## config.mk

```make
export PLATFORM = sky130hd
export DESIGN_NAME = seg7_readback_decoder
export DESIGN_NICKNAME = d
export VERILOG_FILES = /design/src/rtl/seg7_readback_decoder.sv
export SDC_FILE = /design/constraint.sdc
export NUM_CORES = 1
export LEC_CHECK = 0
export CAP_MARGIN = 0
export CORE_MARGIN = 8
export CORE_UTILIZATION = 55
export CTS_CLUSTER_SIZE = 24
export DETAILED_ROUTE_END_ITERATION = 8
export PLACE_DENSITY = 0.79
export RECOVER_POWER = 25
export REMOVE_ABC_BUFFERS = 1
export SYNTH_ARGS = -nofsm -noshare
export SYNTH_HDL_FRONTEND = slang
export SYNTH_SLANG_ARGS = --single-unit
```

## constraint.sdc

```tcl
create_clock -name clk -period 4.3 [get_ports clk]
set_input_delay 1.29 -clock clk [delete_from_list [all_inputs] [get_ports clk]]
set_output_delay 1.29 -clock clk [all_outputs]
set_load 0.05 [all_outputs]
```

## src/rtl/seg7_readback_decoder.sv

```systemverilog
// Receive side of a multiplexed active-low 7-segment bus: synchronizes the pins,
// waits for each strobed digit to settle, decodes it to BCD and publishes full frames.
// Optional build macro ERR_COUNT_EN adds a saturating err_count output.
module seg7_readback_decoder #(
  parameter int NUM_DIGITS    = 6,
  parameter int STABLE_CYCLES = 4
) (
  input  logic                    clk,
  input  logic                    reset_n,
  input  logic [6:0]              seg_n,
  input  logic [NUM_DIGITS-1:0]   anode_n,
  output logic [4*NUM_DIGITS-1:0] bcd_frame,
  output logic                    frame_valid,
  output logic                    pattern_err,
  output logic                    anode_err
`ifdef ERR_COUNT_EN
  ,
  output logic [7:0]              err_count
`endif
);

  localparam int IDX_W = (NUM_DIGITS > 1) ? $clog2(NUM_DIGITS) : 1;
  localparam int CNT_W = $clog2(STABLE_CYCLES + 1);

  localparam logic [CNT_W-1:0] CNT_ONE = CNT_W'(1);
  localparam logic [CNT_W-1:0] CNT_CAP = CNT_W'(STABLE_CYCLES - 1);

  localparam logic [1:0] ST_IDLE   = 2'd0;
  localparam logic [1:0] ST_SETTLE = 2'd1;
  localparam logic [1:0] ST_HOLD   = 2'd2;

  // {error, nibble}: blank maps to 4'hA, anything unrecognised to 4'hF with error set.
  function automatic logic [4:0] decode_seg(input logic [6:0] pat);
    case (pat)
      7'h40:   return {1'b0, 4'h0};
      7'h79:   return {1'b0, 4'h1};
      7'h24:   return {1'b0, 4'h2};
      7'h30:   return {1'b0, 4'h3};
      7'h19:   return {1'b0, 4'h4};
      7'h12:   return {1'b0, 4'h5};
      7'h02:   return {1'b0, 4'h6};
      7'h78:   return {1'b0, 4'h7};
      7'h00:   return {1'b0, 4'h8};
      7'h10:   return {1'b0, 4'h9};
      7'h7F:   return {1'b0, 4'hA};
      default: return {1'b1, 4'hF};
    endcase
  endfunction

  // Two-flop synchronizers. They reset to the idle (all-high) pin level so that
  // leaving reset never looks like every anode being strobed at once.
  logic [6:0]            seg_meta_q,   seg_sync_q;
  logic [NUM_DIGITS-1:0] anode_meta_q, anode_sync_q;

  // NOTE: sequential state uses non-blocking assignments so every flop samples pre-edge values.
  always_ff @(posedge clk or negedge reset_n) begin
    if (!reset_n) begin
      seg_meta_q   <= '1;
      seg_sync_q   <= '1;
      anode_meta_q <= '1;
      anode_sync_q <= '1;
    end else begin
      seg_meta_q   <= seg_n;
      seg_sync_q   <= seg_meta_q;
      anode_meta_q <= anode_n;
      anode_sync_q <= anode_meta_q;
    end
  end

  logic             any_low, multi_low, single_low;
  logic [IDX_W-1:0] low_idx;

  // NOTE: every combinational output gets a default first, so no path can infer a latch.
  always_comb begin
    any_low   = 1'b0;
    multi_low = 1'b0;
    low_idx   = '0;
    for (int i = 0; i < NUM_DIGITS; i++) begin
      if (!anode_sync_q[i]) begin
        if (any_low) multi_low = 1'b1;
        any_low = 1'b1;
        low_idx = IDX_W'(i);
      end
    end
    single_low = any_low & ~multi_low;
  end

  logic [1:0]       state_q, state_d;
  logic [IDX_W-1:0] idx_q,   idx_d;
  logic [6:0]       pat_q,   pat_d;
  logic [CNT_W-1:0] cnt_q,   cnt_d;
  logic             capture;
  logic             restart;

  always_comb begin
    state_d = state_q;
    idx_d   = idx_q;
    pat_d   = pat_q;
    cnt_d   = cnt_q;
    capture = 1'b0;
    restart = 1'b0;
    case (state_q)
      ST_IDLE: begin
        if (single_low) restart = 1'b1;
      end
      ST_SETTLE: begin
        if (!single_low) begin
          state_d = ST_IDLE;
        end else if (low_idx != idx_q || seg_sync_q != pat_q) begin
          restart = 1'b1;
        end else if (cnt_q == CNT_CAP) begin
          cnt_d   = cnt_q + CNT_ONE;
          capture = 1'b1;
          state_d = ST_HOLD;
        end else begin
          cnt_d = cnt_q + CNT_ONE;
        end
      end
      ST_HOLD: begin
        // One capture per strobe: later pattern changes on the same anode are ignored.
        if (!single_low) begin
          state_d = ST_IDLE;
        end else if (low_idx != idx_q) begin
          restart = 1'b1;
        end
      end
      default: state_d = ST_IDLE;
    endcase
    if (restart) begin
      state_d = ST_SETTLE;
      idx_d   = low_idx;
      pat_d   = seg_sync_q;
      cnt_d   = CNT_ONE;
    end
  end

  logic [4:0]              decoded;
  logic                    frame_done;
  logic [4*NUM_DIGITS-1:0] shadow_q,      shadow_d;
  logic [NUM_DIGITS-1:0]   mask_q,        mask_d;
  logic [4*NUM_DIGITS-1:0] bcd_frame_q,   bcd_frame_d;
  logic                    frame_valid_q, frame_valid_d;
  logic                    pattern_err_q, pattern_err_d;
  logic                    anode_err_q,   anode_err_d;

  assign decoded    = decode_seg(pat_q);
  assign frame_done = &mask_q;

  always_comb begin
    shadow_d      = shadow_q;
    mask_d        = frame_done ? '0 : mask_q;
    bcd_frame_d   = frame_done ? shadow_q : bcd_frame_q;
    frame_valid_d = frame_done;
    pattern_err_d = capture & decoded[4];
    anode_err_d   = multi_low;
    if (capture) begin
      shadow_d[4*int'(idx_q) +: 4] = decoded[3:0];
      mask_d[idx_q]                = 1'b1;
    end
  end

  // NOTE: the shadow frame is a handful of flops, not a RAM, so it is reset with the rest.
  always_ff @(posedge clk or negedge reset_n) begin
    if (!reset_n) begin
      state_q       <= ST_IDLE;
      idx_q         <= '0;
      pat_q         <= '1;
      cnt_q         <= '0;
      shadow_q      <= '0;
      mask_q        <= '0;
      bcd_frame_q   <= '0;
      frame_valid_q <= 1'b0;
      pattern_err_q <= 1'b0;
      anode_err_q   <= 1'b0;
    end else begin
      state_q       <= state_d;
      idx_q         <= idx_d;
      pat_q         <= pat_d;
      cnt_q         <= cnt_d;
      shadow_q      <= shadow_d;
      mask_q        <= mask_d;
      bcd_frame_q   <= bcd_frame_d;
      frame_valid_q <= frame_valid_d;
      pattern_err_q <= pattern_err_d;
      anode_err_q   <= anode_err_d;
    end
  end

  assign bcd_frame   = bcd_frame_q;
  assign frame_valid = frame_valid_q;
  assign pattern_err = pattern_err_q;
  assign anode_err   = anode_err_q;

`ifdef ERR_COUNT_EN
  logic [7:0] err_count_q, err_count_d;

  always_comb begin
    err_count_d = err_count_q;
    if (pattern_err_d && err_count_q != 8'hFF) err_count_d = err_count_q + 8'd1;
  end

  always_ff @(posedge clk or negedge reset_n) begin
    if (!reset_n) err_count_q <= '0;
    else          err_count_q <= err_count_d;
  end

  assign err_count = err_count_q;
`endif

endmodule

```

## Word-level counts from Yosys, hierarchy flattened

Index checks and enable logic that the tools add are counted.
W data, S select, Z words.

| operators by class | value |
|---|---|
| reduce and logical (&&, ||, !) cells | 9 |
| muxes and demuxes | 46 |
| add/subtract/negate cells | 2 |
| shifts and indexed selects | 2 |
| order comparisons | 2 |
| eq/ne operators | 20 |
| bitwise operators | 4 |

Operators with widths:

| kind | number |
|---|---|
| $pmux W5 S11 | 1 |
| $neg A5 Y33 | 1 |
| $shift A4 B33 Y24 const A | 1 |
| $shiftx A4 B33 Y24 | 1 |
| $eq A7 B7 Y1 const B | 4 |
| $mux W1 | 26 |
| $bwmux W24 | 1 |
| $mux W3 | 8 |
| $eq A7 B5 Y1 const B | 3 |
| $eq A7 B6 Y1 const B | 2 |
| $mux W6 | 2 |
| $mux W2 | 5 |
| $ne A4 B4 Y1 const B | 2 |
| $eq A7 B2 Y1 const B | 1 |
| $logic_not A7 Y1 | 1 |
| $ne A7 B7 Y1 | 1 |
| $or A6 B6 Y6 | 1 |
| $pmux W2 S3 | 1 |
| $reduce_and A6 Y1 | 1 |
| $lt A3 B4 Y1 const B | 1 |
| $ne A2 B2 Y1 const B | 2 |
| $reduce_and A4 Y1 | 1 |
| $reduce_bool A2 Y1 | 2 |
| $add A3 B1 Y3 const B | 1 |
| 14 further kinds | 15 |

| word-level totals | value |
|---|---|
| bits in registers | 98 |

## Longest topological paths before layout

| depth | value |
|---|---|
| depth in word-level cells | 16 |
| mapped depth | 10 |
| mapped depth without buffers | 8 |

## Worst setup path before layout

OpenSTA, ideal clock, no wires.

| timing | value |
|---|---|
| kind | reg2reg |
| from | reg anode_sync_q[5] |
| to | reg shadow_q[0] |
| arrival | 2.532 ns |
| clock period less this slack | 2.656 ns |
| cell stages (with the launch flop) | 9 |
| setup time | 0.125 ns |
| slack | 1.644 ns |
| data required time | 4.175 ns |
| path through | dfstp_2 > clkbuf_2 > inv_1 > or4_1 > a22oi_2 > nand3_2 > nor4b_1 > and4_1 > mux2_2 |

| between the ends | value |
|---|---|
| longest elaborated chain between the ends | 6 |
| elaborated cells on any way between the ends | 10 |
| those cells by class | 1 x eq/ne; 6 x mux; 2 x bitwise; 1 x reduce/logical |

Ends and longest elaborated chain:

| item | line | text |
|---|---|---|
| start: declaration | 53 | `logic [NUM_DIGITS-1:0] anode_meta_q, anode_sync_q;` |
| start signal: assignment | 66 | `anode_sync_q <= anode_meta_q;` |
| $mux W3 | 79 | `if (!anode_sync_q[i]) begin` |
| $ne A3 B3 Y1 | 109 | `end else if (low_idx != idx_q \|\| seg_sync_q != pat_q) begin` |
| $logic_or A1 B1 Y1 | 109 |  |
| $mux W1 | 109 |  |
| $mux W1 * | 107 | `if (!single_low) begin` |
| $mux W1 * | 102 | `case (state_q)` |
| end signal: assignment | 180 | `shadow_q <= shadow_d;` |
| end: declaration | 139 | `logic [4*NUM_DIGITS-1:0] shadow_q, shadow_d;` |

Mark *: on every way between the ends. The rest lies on a longest branch, timed or not.
A chain may end at the register's enable or synchronous reset.

## Worst setup path in the final report

| timing | value |
|---|---|
| from | reg anode_sync_q[5] |
| to | reg shadow_q[2] |

The elaborated chain is that of the path after synthesis.

==> impl_metrics.csv <==
group,metric,value,unit
route,vias,2800,
final_layout,areaGrowthSynthToFinish,16.3,%
place,gp_congestion,0.784,
flow_run,max_cap_violations,1,
sta,period_needed,3010,ps
sta,worst_pin_slew,1830,ps
run_status,violations,"max-capacitance violations, max-slew violations",
clock_tree,clkLatencyLatePin,350,ps
yosys,synth.largest_area_cell,"dfrtp_1",
floorplan,rows,32,
sta,setup_viol,0,
clock_tree,cts_resized,0,
clock_tree,tritoncts,"done",
run_status,outcome,"finished with violations",
worst_setup_path,cp_slowest_stage_delay,650,ps
sta,fin_tns_setup,0,ps
final_layout,multi_input_area,1570,µm²
place,io_buffers,41,
yosys,synthCells,376,
final_layout,ff_latch_area,2490,µm²
sta,whs,358,ps
worst_setup_path,arrival,3260,ps
sta,hold_viol,0,
route,drc,0,
sta,rsz0062_at_grt,"no",
yosys,avgSynthCellArea,11.2,µm²
clock_tree,cts_max_path_buffers,2,
route,drt_iter0_drc,98,
global_routing,grt_pass1_vias,2806,
clock_tree,cts_buffers,9,
global_routing,gr-usage-met2,25.7,%
final_layout,antenna_cells,0,
worst_setup_path,cp_cell_sequence,"inv_1 -> or4_1 -> a22oi_2 -> nand3_2 -> nor4b_1 -> and4_1 -> mux2_2",
global_routing,overflow,0,
floorplan,dieArea,10700,µm²
place,pre_cts_ws,1400,ps
global_routing,grt_usage,15.0,%
route,drt_pre_antenna_iters,4,
floorplan,fp.dieW,103,µm
sta,setup_slack,1290,ps
yosys,netlist_area,4200,µm²
global_routing,grt_pass1_wl,12600,µm
global_routing,grt_busiest_layer,"met2",
power_and_ir_drop,p_leak,2.33,nW
route,final_antenna_net_count,0,
power_and_ir_drop,power.density,462,nW/µm²
floorplan,initial_core_util,55.5,%
yosys,synth_edf_count,0,
yosys,yosysWarningCount,0,
floorplan,io_pins,42,
clock_tree,ctsRootBufferMaster,"clkbuf_8",
floorplan,die_h,103,µm
worst_hold_path,hold_path_class,"reg -> reg",
final_layout,layout-drive-gt1-share,16.3,%
worst_setup_path,cp_data_required_time,4550,ps
power_and_ir_drop,peakVddDrop,0.261,mV
yosys,yosys.area.top_type_share,38.7,%
final_layout,n_fill_cell,592,
place,dp_cells,503,
yosys,synth.distinct_cells,49,
global_routing,grt_antenna_before_repair,0,
yosys,synth.area.top_cells,"dfrtp_1 39%, dfstp_2 21%, nand2_1 8.4%",
worst_setup_path,cp-start-kind,"flip-flop",
global_routing,use_met3,2.61,%
sta,fmax,332,MHz
final_layout,final_util,64.6,%
clock_tree,cts_max_level,3,
route,wire_per_inst,14.3,µm
yosys,ys_seq_elements,98,
global_routing,grt_max_degree,79,
clock_tree,clk_pin_slew,90,ps
yosys,ys_seq_area_share,59.4,%
yosys,async_flop_share,100,%
sta,clock_skew,12.1,ps
floorplan,core,7570,µm²
worst_setup_path,crit_fanout,8,
sta,finalMaxSlewViolations,79,
route,drt-total-wl,7410,µm
final_layout,nNetsFinal,435,
clock_tree,clock_sinks,98,
place,hpwlAfterDp,5220,µm
clock_tree,cts_setup_buffers,0,
clock_tree,cts-hold-fix-buffers,0,
yosys,synth_flop_cell,"dfrtp_1",
final_layout,final_cells,518,
sta,max_slew_margin,-22.1,%
route,vias_per_cell,5.41,
worst_setup_path,critical_path_class,"reg -> reg",
sta,fin_crit_sh,70.0,%
worst_setup_path,end_kind,"flip-flop",
worst_setup_path,slowest_stage,"dfstp_1",
global_routing,grt_use_met1,17.9,%
critical path, delay by kind of cell, from the launching register on:
| kind | cells | cell delay [ps] |
|---|---|---|
| AOI/OAI and AO/OA | 1 | 260 |
| buffers and inverters | 1 | 140 |
| DFF | 1 | 650 |
| muxes | 1 | 360 |
| and+or+nand+nor | 4 | 1500 |
path summary, 6_finish.rpt:
check,endpoint,cells after the start,slack (ps),from
setup / recovery,shadow_q[2],7,1290,anode_sync_q[5]
hold / removal,seg_sync_q[5],0,360,seg_meta_q[5]
setup reg to reg,shadow_q[2],7,1290,anode_sync_q[5]
hold reg to reg,seg_sync_q[5],0,360,seg_meta_q[5]
max in group asynchronous,pat_q[4],2,1680,reset_n
min in group asynchronous,bcd_frame[22],1,1430,reset_n
cell usage after synthesis, types with 2 or more instances:
cell,instances
nand2_1,94
dfrtp_1,65
dfstp_2,33
inv_1,17
mux2_1,15
clkbuf_1,13
mux2_2,12
nor2_1,12
o21ai_0,11
a21oi_1,8
ha_1,8
mux2i_1,6
nand3_1,6
xnor2_1,6
nor2b_1,5
a22o_1,4
and3b_1,4
and4_1,4
buf_2,4
nor3_1,4
xor2_1,4
a32o_1,3
nor4_1,3
or3_1,3
a31oi_1,2
nand2b_1,2
nand3_2,2
nand4_1,2
o31ai_1,2
o41ai_1,2
or3b_1,2
layout make-up:
type | count | share of cell area, %
multi-input cells | 243 | 32.1
repair buffers | 43 | 8.53
clock buffers | 10 | 2.82
clock inverters | 5 | 1.59
inverters | 17 | 1.31
flip-flops and latches | 98 | 51.1
well taps | 102 | 2.61
kinds of logic (layout without fill, tap and decap cells):
group                      Yosys count  in the layout  share of synthesized area [%]
adders and majority gates            8              8                           2.38
and+or+nand+nor                    151            151                           17.3
buffers and inverters               35             75                           3.28
muxes                               33             33                           8.67
xor gates and xnor gates            10             10                           2.09
AOI/OAI and AO/OA                   41             41                           6.91
DFF                                 98             98                           59.4
cell usage in the layout, fill, tap and decap left out, types with 3 or more instances in the layout:
cell type	netlist	routed
xnor2_1	6	6
dlygate4sd3_1	0	13
inv_1	17	17
and4_1	4	4
mux2_1	15	15
dfstp_2	33	32
mux2_2	12	12
dfrtp_1	65	65
nor2_1	12	12
or3_1	3	3
nand2_1	94	94
a22o_1	4	4
nor3_1	4	4
o21ai_0	11	11
nand3_1	6	6
a32o_1	3	3
nor2b_1	5	5
a21oi_1	8	8
nor4_1	3	3
clkdlybuf4s50_1	0	27
mux2i_1	6	6
xor2_1	4	4
and3b_1	4	4
clkbuf_8	0	10
ha_1	8	8
flip-flops by register name, summed over array words and instances (netlist names):
| name | flops |
|---|---|
| bcd_frame | 24 |
| shadow_q | 24 |
| pat_q | 7 |
| seg_meta_q | 7 |
| seg_sync_q | 7 |
| anode_meta_q | 6 |
| anode_sync_q | 6 |
| mask_q | 6 |
| cnt_q | 3 |
| idx_q | 3 |
| state_q | 2 |
| anode_err | 1 |
| frame_valid | 1 |
| pattern_err | 1 |
metrics by stage:
stage	area (µm²)	power (mW)
6_report	4880	2.26
3_3_place_gp	4680	1.61
5_1_grt	4880	2.38
2_1_floorplan	4130	1.48
4_1_cts	4890	2.27
3_5_place_dp	4680	1.63
report_power, final:
group          total [mW]  internal [mW]  leakage (nW)  switching, mW
Sequential           1.16           1.02          1.24          0.130
Combinational       0.467          0.200         0.981          0.267
Clock               0.636          0.340         0.110          0.296
metal layers:
layer	part of all wire [%]	wire length (µm)	up-vias
met5	0	0	-
li1	-	-	1352
met2	49	3640	61
met1	45	3310	1374
met3	4.3	319	13
met4	1.9	141	0
Power figures use the tool's default switching activity.
